==> src/rtl/ldst_agu_pipe.sv <==
// Load/store address-generation pipe: S1 forms addr/be/wdata and checks alignment,
// S2 holds the request presented to the dcache/store-buffer over valid/ready.
module ldst_agu_pipe #(
    parameter int unsigned DATA_LEN    = 32,
    parameter int unsigned TAG_W       = 6,
    parameter int unsigned SPECTAG_LEN = 5,
    parameter int unsigned OP_W        = 4
) (
    input  logic                   clk,
    input  logic                   rst,
    input  logic                   iss_valid,
    output logic                   iss_ready,
    input  logic [OP_W-1:0]        iss_op,
    input  logic [DATA_LEN-1:0]    iss_base,
    input  logic [DATA_LEN-1:0]    iss_imm,
    input  logic [DATA_LEN-1:0]    iss_sdata,
    input  logic [TAG_W-1:0]       iss_dest,
    input  logic                   iss_dstval,
    input  logic [SPECTAG_LEN-1:0] iss_spectag,
    input  logic                   iss_specbit,
    input  logic                   prmiss,
    input  logic                   prsuccess,
    input  logic [SPECTAG_LEN-1:0] prtag,
    input  logic [SPECTAG_LEN-1:0] specfixtag,
    output logic                   mem_req_valid,
    input  logic                   mem_req_ready,
    output logic                   mem_we,
    output logic [DATA_LEN-1:0]    mem_addr,
    output logic [3:0]             mem_be,
    output logic [DATA_LEN-1:0]    mem_wdata,
    output logic [OP_W-1:0]        mem_op,
    output logic [TAG_W-1:0]       mem_dest,
    output logic                   mem_dstval,
    output logic [SPECTAG_LEN-1:0] mem_spectag,
    output logic                   mem_specbit,
    output logic                   exc_valid,
    output logic [TAG_W-1:0]       exc_dest
);

    // S1 state
    logic                   s1_valid_q, s1_valid_d;
    logic [OP_W-1:0]        s1_op_q, s1_op_d;
    logic [DATA_LEN-1:0]    s1_base_q, s1_base_d;
    logic [DATA_LEN-1:0]    s1_imm_q, s1_imm_d;
    logic [DATA_LEN-1:0]    s1_sdata_q, s1_sdata_d;
    logic [TAG_W-1:0]       s1_dest_q, s1_dest_d;
    logic                   s1_dstval_q, s1_dstval_d;
    logic [SPECTAG_LEN-1:0] s1_spectag_q, s1_spectag_d;
    logic                   s1_specbit_q, s1_specbit_d;

    // S2 state
    logic                   s2_valid_q, s2_valid_d;
    logic                   s2_we_q, s2_we_d;
    logic [DATA_LEN-1:0]    s2_addr_q, s2_addr_d;
    logic [3:0]             s2_be_q, s2_be_d;
    logic [DATA_LEN-1:0]    s2_wdata_q, s2_wdata_d;
    logic [OP_W-1:0]        s2_op_q, s2_op_d;
    logic [TAG_W-1:0]       s2_dest_q, s2_dest_d;
    logic                   s2_dstval_q, s2_dstval_d;
    logic [SPECTAG_LEN-1:0] s2_spectag_q, s2_spectag_d;
    logic                   s2_specbit_q, s2_specbit_d;

    logic                   exc_valid_q, exc_valid_d;
    logic [TAG_W-1:0]       exc_dest_q, exc_dest_d;

    logic                   resolve;
    logic                   kill_iss, kill_s1, kill_s2;
    logic                   iss_specbit_upd, s1_specbit_upd, s2_specbit_upd;
    logic [DATA_LEN-1:0]    s1_addr;
    logic [3:0]             s1_be;
    logic [DATA_LEN-1:0]    s1_wdata;
    logic                   s1_fault;
    logic                   s1_adv, s2_adv;

    // prmiss takes priority over a same-cycle prsuccess
    assign resolve  = prsuccess && !prmiss;
    assign kill_iss = prmiss && iss_specbit && |(iss_spectag & specfixtag);
    assign kill_s1  = prmiss && s1_specbit_q && |(s1_spectag_q & specfixtag);
    assign kill_s2  = prmiss && s2_specbit_q && |(s2_spectag_q & specfixtag);

    assign iss_specbit_upd = iss_specbit && !(resolve && (iss_spectag == prtag));
    assign s1_specbit_upd  = s1_specbit_q && !(resolve && (s1_spectag_q == prtag));
    assign s2_specbit_upd  = s2_specbit_q && !(resolve && (s2_spectag_q == prtag));

    assign s1_addr = s1_base_q + s1_imm_q;

    always_comb begin
        s1_be    = 4'b0000;
        s1_wdata = s1_sdata_q;
        s1_fault = 1'b0;
        unique case (s1_op_q[1:0])
            2'b00: begin
                s1_be    = 4'b0001 << s1_addr[1:0];
                s1_wdata = {(DATA_LEN/8){s1_sdata_q[7:0]}};
            end
            2'b01: begin
                s1_be    = 4'b0011 << s1_addr[1:0];
                s1_wdata = {(DATA_LEN/16){s1_sdata_q[15:0]}};
                s1_fault = s1_addr[0];
            end
            2'b10: begin
                s1_be    = 4'b1111;
                s1_fault = |s1_addr[1:0];
            end
            default: s1_fault = 1'b1;
        endcase
    end

    // A faulting entry retires from S1 straight into the exception pulse, never waiting on S2
    assign s2_adv    = !s2_valid_q || mem_req_ready;
    assign s1_adv    = s1_valid_q && (s1_fault || s2_adv);
    assign iss_ready = !s1_valid_q || s1_adv;

    always_comb begin
        s1_valid_d   = s1_valid_q && !kill_s1;
        s1_op_d      = s1_op_q;
        s1_base_d    = s1_base_q;
        s1_imm_d     = s1_imm_q;
        s1_sdata_d   = s1_sdata_q;
        s1_dest_d    = s1_dest_q;
        s1_dstval_d  = s1_dstval_q;
        s1_spectag_d = s1_spectag_q;
        s1_specbit_d = s1_specbit_upd;
        if (iss_ready) begin
            s1_valid_d = iss_valid && !kill_iss;
            if (iss_valid) begin
                s1_op_d      = iss_op;
                s1_base_d    = iss_base;
                s1_imm_d     = iss_imm;
                s1_sdata_d   = iss_sdata;
                s1_dest_d    = iss_dest;
                s1_dstval_d  = iss_dstval;
                s1_spectag_d = iss_spectag;
                s1_specbit_d = iss_specbit_upd;
            end
        end
    end

    always_comb begin
        s2_valid_d   = s2_valid_q && !kill_s2;
        s2_we_d      = s2_we_q;
        s2_addr_d    = s2_addr_q;
        s2_be_d      = s2_be_q;
        s2_wdata_d   = s2_wdata_q;
        s2_op_d      = s2_op_q;
        s2_dest_d    = s2_dest_q;
        s2_dstval_d  = s2_dstval_q;
        s2_spectag_d = s2_spectag_q;
        s2_specbit_d = s2_specbit_upd;
        if (s2_adv) begin
            s2_valid_d = s1_valid_q && !s1_fault && !kill_s1;
            if (s1_valid_q && !s1_fault) begin
                s2_we_d      = s1_op_q[3];
                s2_addr_d    = s1_addr;
                s2_be_d      = s1_be;
                s2_wdata_d   = s1_wdata;
                s2_op_d      = s1_op_q;
                s2_dest_d    = s1_dest_q;
                s2_dstval_d  = s1_dstval_q;
                s2_spectag_d = s1_spectag_q;
                s2_specbit_d = s1_specbit_upd;
            end
        end
    end

    always_comb begin
        exc_valid_d = s1_valid_q && s1_fault && !kill_s1;
        exc_dest_d  = exc_valid_d ? s1_dest_q : exc_dest_q;
    end

    always_ff @(posedge clk or negedge rst) begin
        if (!rst) begin
            s1_valid_q   <= 1'b0;
            s1_op_q      <= '0;
            s1_base_q    <= '0;
            s1_imm_q     <= '0;
            s1_sdata_q   <= '0;
            s1_dest_q    <= '0;
            s1_dstval_q  <= 1'b0;
            s1_spectag_q <= '0;
            s1_specbit_q <= 1'b0;
            s2_valid_q   <= 1'b0;
            s2_we_q      <= 1'b0;
            s2_addr_q    <= '0;
            s2_be_q      <= '0;
            s2_wdata_q   <= '0;
            s2_op_q      <= '0;
            s2_dest_q    <= '0;
            s2_dstval_q  <= 1'b0;
            s2_spectag_q <= '0;
            s2_specbit_q <= 1'b0;
            exc_valid_q  <= 1'b0;
            exc_dest_q   <= '0;
        end else begin
            s1_valid_q   <= s1_valid_d;
            s1_op_q      <= s1_op_d;
            s1_base_q    <= s1_base_d;
            s1_imm_q     <= s1_imm_d;
            s1_sdata_q   <= s1_sdata_d;
            s1_dest_q    <= s1_dest_d;
            s1_dstval_q  <= s1_dstval_d;
            s1_spectag_q <= s1_spectag_d;
            s1_specbit_q <= s1_specbit_d;
            s2_valid_q   <= s2_valid_d;
            s2_we_q      <= s2_we_d;
            s2_addr_q    <= s2_addr_d;
            s2_be_q      <= s2_be_d;
            s2_wdata_q   <= s2_wdata_d;
            s2_op_q      <= s2_op_d;
            s2_dest_q    <= s2_dest_d;
            s2_dstval_q  <= s2_dstval_d;
            s2_spectag_q <= s2_spectag_d;
            s2_specbit_q <= s2_specbit_d;
            exc_valid_q  <= exc_valid_d;
            exc_dest_q   <= exc_dest_d;
        end
    end

    assign mem_req_valid = s2_valid_q && !kill_s2;
    assign mem_we        = s2_we_q;
    assign mem_addr      = s2_addr_q;
    assign mem_be        = s2_be_q;
    assign mem_wdata     = s2_wdata_q;
    assign mem_op        = s2_op_q;
    assign mem_dest      = s2_dest_q;
    assign mem_dstval    = s2_dstval_q;
    assign mem_spectag   = s2_spectag_q;
    assign mem_specbit   = s2_specbit_q;
    assign exc_valid     = exc_valid_q;
    assign exc_dest      = exc_dest_q;

endmodule

==> config.mk <==
export PLATFORM = sky130hd
export DESIGN_NAME = ldst_agu_pipe
export DESIGN_NICKNAME = d
export VERILOG_FILES = /design/src/rtl/ldst_agu_pipe.sv
export SDC_FILE = /design/constraint.sdc
export NUM_CORES = 1
export LEC_CHECK = 0
export BUFFER_PORTS_ARGS = -buffer_cell sky130_fd_sc_hd__buf_2
export CAP_MARGIN = 20
export CORE_MARGIN = 2
export CORE_UTILIZATION = 50
export DETAILED_ROUTE_END_ITERATION = 12
export GPL_ROUTABILITY_DRIVEN = 0
export GPL_TIMING_DRIVEN = 1
export PLACE_DENSITY = 0.72
export REMOVE_ABC_BUFFERS = 1
export SYNTH_ARGS = -nofsm -noshare
export SYNTH_HDL_FRONTEND = slang
export SYNTH_SLANG_ARGS = --single-unit
==> constraint.sdc <==
create_clock -name clk -period 5.4 [get_ports clk]
set_input_delay 0.54 -clock clk [delete_from_list [all_inputs] [get_ports clk]]
set_output_delay 0.54 -clock clk [all_outputs]
set_load 0.05 [all_outputs]
==> flow_summary.json <==
{
  "ir_worst_vdd_v": 0.000420,
  "synth_seq_area_share": 0.516,
  "synth_commonest_cells": "dfrtp_1, mux2_2, nand2_1, o21ai_0, a21oi_1",
  "yosys_warnings": 0,
  "worst_skew_pair.late_latency_ns": 0.51,
  "synthFlopType": "dfrtp_1",
  "antenna_found_initial": 1,
  "totalWireLength_um": 22500,
  "grt_use_total": 0.208,
  "period_share": 0.647,
  "finish.instance_area_um2": 12100,
  "hp-class": "in -> async",
  "netSwitchingFraction": 0.436,
  "cts_resized": 0,
  "vias_per_cell": 5.38,
  "drtIter0Drc": 388,
  "cp-end-kind": "register",
  "synth_edf_count": 0,
  "seqPwrFrac": 0.336,
  "placed_area_um2": 11300,
  "dieArea_um2": 21200,
  "timing.rr.end": "s1_dest_q[4]",
  "fin_nets": 1219,
  "async_reset_ff_frac": 1.00,
  "wire_per_inst_um": 16.8,
  "avgSynthCellArea_um2": 11.8,
  "coreArea_um2": 19600,
  "yosysMostFrequentCell": "dfrtp_1",
  "reg2reg_from": "s1_base_q[0]",
  "die_x_um": 146,
  "vias": 7216,
  "hold_violations": 0,
  "cts_buffers": 23,
  "post-cts-setup-buffers": 0,
  "setup_violations": 0,
  "rsz0062_at_grt": "no",
  "ys_ff_latch": 207,
  "synthesis.area_um2": 10000,
  "p_comb_frac": 0.423,
  "die_h_um": 146,
  "htreeDepth": 1,
  "hpwl_um": 15800,
  "p_leak_nw": 5.65,
  "grt_pass1_wl_um": 36700,
  "setup_tns_ns": 0,
  "yosys.area.top_type_share": 0.516,
  "final_util": 0.615,
  "worst_slew_pin_slew_ns": 1.01,
  "cts_hold_buffers": 0,
  "power_switching_mw": 2.94,
  "drv_slew": 0,
  "synthTopCellsByArea": "dfrtp_1, mux2_2, o21ai_0, ha_1, nand2_1",
  "powerDensity_nw_per_um2": 560,
  "clock-root-buffer": "clkbuf_16",
  "clk_pin_slew_ns": 0.06,
  "clock-sinks": 207,
  "crit_type": "reg -> reg",
  "final_layout_size_suffix_gt1_frac": 0.399,
  "p_clk_frac": 0.240,
  "slew_headroom": 0.327,
  "cp-start-kind": "register",
  "ff2ff_path_depth": 9,
  "path_max_fanout": 55,
  "clock_path_buffers": 3,
  "drc": 0,
  "area.growth.synth_to_final_pct": 20.1,
  "start_util": 0.512,
  "worstPathRequired_ns": 5.79,
  "maxCapViolations": 0,
  "grt_max_degree": 128,
  "ios": 224,
  "synthDistinctLibCells": 62,
  "fmax_mhz": 286,
  "status": "finished, final reports clean",
  "r2r_slack_ns": 1.91,
  "p_int_mw": 3.81,
  "synth_cells": 851,
  "worstPathArrival_ns": 3.88,
  "portBuffers": 223,
  "cts_tree": "built",
  "ant_nets": 0,
  "yosysTopAreaCell": "dfrtp_1",
  "nFillCells": 1638,
  "grt_pass1_vias": 7057,
  "period_needed_ns": 3.49,
  "grt_overflow": 0,
  "drtPass1Iterations": 7,
  "finClkSkew_ns": 0.0124,
  "row_count": 51
}
## per-stage QoR
step | hold slack, ns | instances | setup slack (ns) | power [mW]
after CTS | 0.0735 | 1340 | 1.92 | 6.81
after global placement | 0.456 | 1298 | 2.02 | 5.10
after floorplan | 0.244 | 804 | 0.115 | 4.42
after global routing | 0.0914 | 1341 | 1.73 | 7.11
final | 0.0531 | 1341 | 1.91 | 6.75
after detailed placement | 0.465 | 1298 | 1.94 | 5.16
## per-layer routing
| layer | routed length, um | global-route usage |
|---|---|---|
| met1 | 10200 | 0.299 |
| met2 | 10400 | 0.326 |
| met5 | 0 | 0 |
| met3 | 1420 | 0.0408 |
| met4 | 521 | 0.0564 |
## layout by cell type, fill, tap and decap left out, types with 2 or more instances in the layout
master	n
and2_2	3
o221ai_1	2
a21oi_1	41
a41oi_1	3
nor2b_1	9
and3_1	3
and2_1	2
bufinv_16	3
nand2_1	83
clkbuf_16	23
inv_1	4
a22oi_1	3
dfrtp_1	207
mux2i_1	24
o21ai_0	79
clkinv_2	9
a21o_1	12
xor2_1	19
nand3_1	12
xnor2_1	25
nand2b_1	5
a21boi_0	2
a31oi_1	6
o21a_1	6
nor2_1	24
buf_2	222
a31o_2	2
nand3b_1	2
buf_4	5
a211oi_1	3
clkbuf_8	4
mux2_2	146
o311ai_0	3
nand4_1	7
o211ai_1	3
a222oi_1	3
o21bai_1	4
nor3_1	3
ha_1	31
## worst max-delay path, stage by stage, from the launching register on
cell     delay (ns)
dfrtp_1        0.38
ha_1           0.23
fa_1           0.61
o21a_1         0.16
o22a_1         0.16
nor2b_2        0.07
nand2_1        0.11
and2_4         0.64
buf_4          0.52
mux2_2         0.39
## how the worst max path moves through the flow
stage | cells after the start | slack, ns | endpoint | from
4_1_cts | 9 | 1.92 | s1_dest_q[4] | s1_base_q[0]
5_1_grt | 9 | 1.73 | s1_base_q[5] | s1_base_q[0]
6_report | 9 | 1.91 | s1_dest_q[4] | s1_base_q[0]
3_3_place_gp | 9 | 2.02 | s1_dest_q[5] | s1_base_q[0]
2_1_floorplan | 9 | 0.12 | s1_specbit_q | s1_base_q[0]
3_5_place_dp | 9 | 1.94 | s1_dest_q[4] | s1_base_q[0]
## area by class of cell
cell class / count / area, um2 / share of cell area
tap: 265 / 332 / 0.0275
clock buffer: 27 / 621 / 0.0515
inverter: 4 / 15.0 / 0.00125
sequential: 207 / 5180 / 0.430
multi-input combinational: 593 / 4550 / 0.377
clock inverter: 15 / 174 / 0.0144
timing repair buffer: 229 / 1180 / 0.0981
antenna: 1 / 2.50 / 0.000208
## flip-flops by register name (all words and copies together), names as in the netlist, 6 cells and up
name,flops
s1_base_q,32
mem_addr,32
s1_imm_q,32
s1_sdata_q,32
mem_dest,6
exc_dest,6
s1_dest_q,6
mem_wdata,32
## cells by family after synthesis
kind of cell,after synthesis,synth area share
DFF,207,0.516
AOI/OAI and AO/OA,182,0.109
muxes,170,0.188
and+or+nand+nor,165,0.0763
buffers and inverters,51,0.0318
xor gates and xnor gates,44,0.0384
adders and majority gates,32,0.0406
## power groups by stage
stage | combinational, mW | sequential (mW) | clock, mW
floorplan | 0.990 | 3.43 | 0
global placement | 2.82 | 2.29 | 0
detailed placement | 2.86 | 2.30 | 0
CTS | 2.87 | 2.28 | 1.66
global route | 3.05 | 2.33 | 1.73
finish | 2.86 | 2.27 | 1.62
Power figures use the tool's default switching activity.
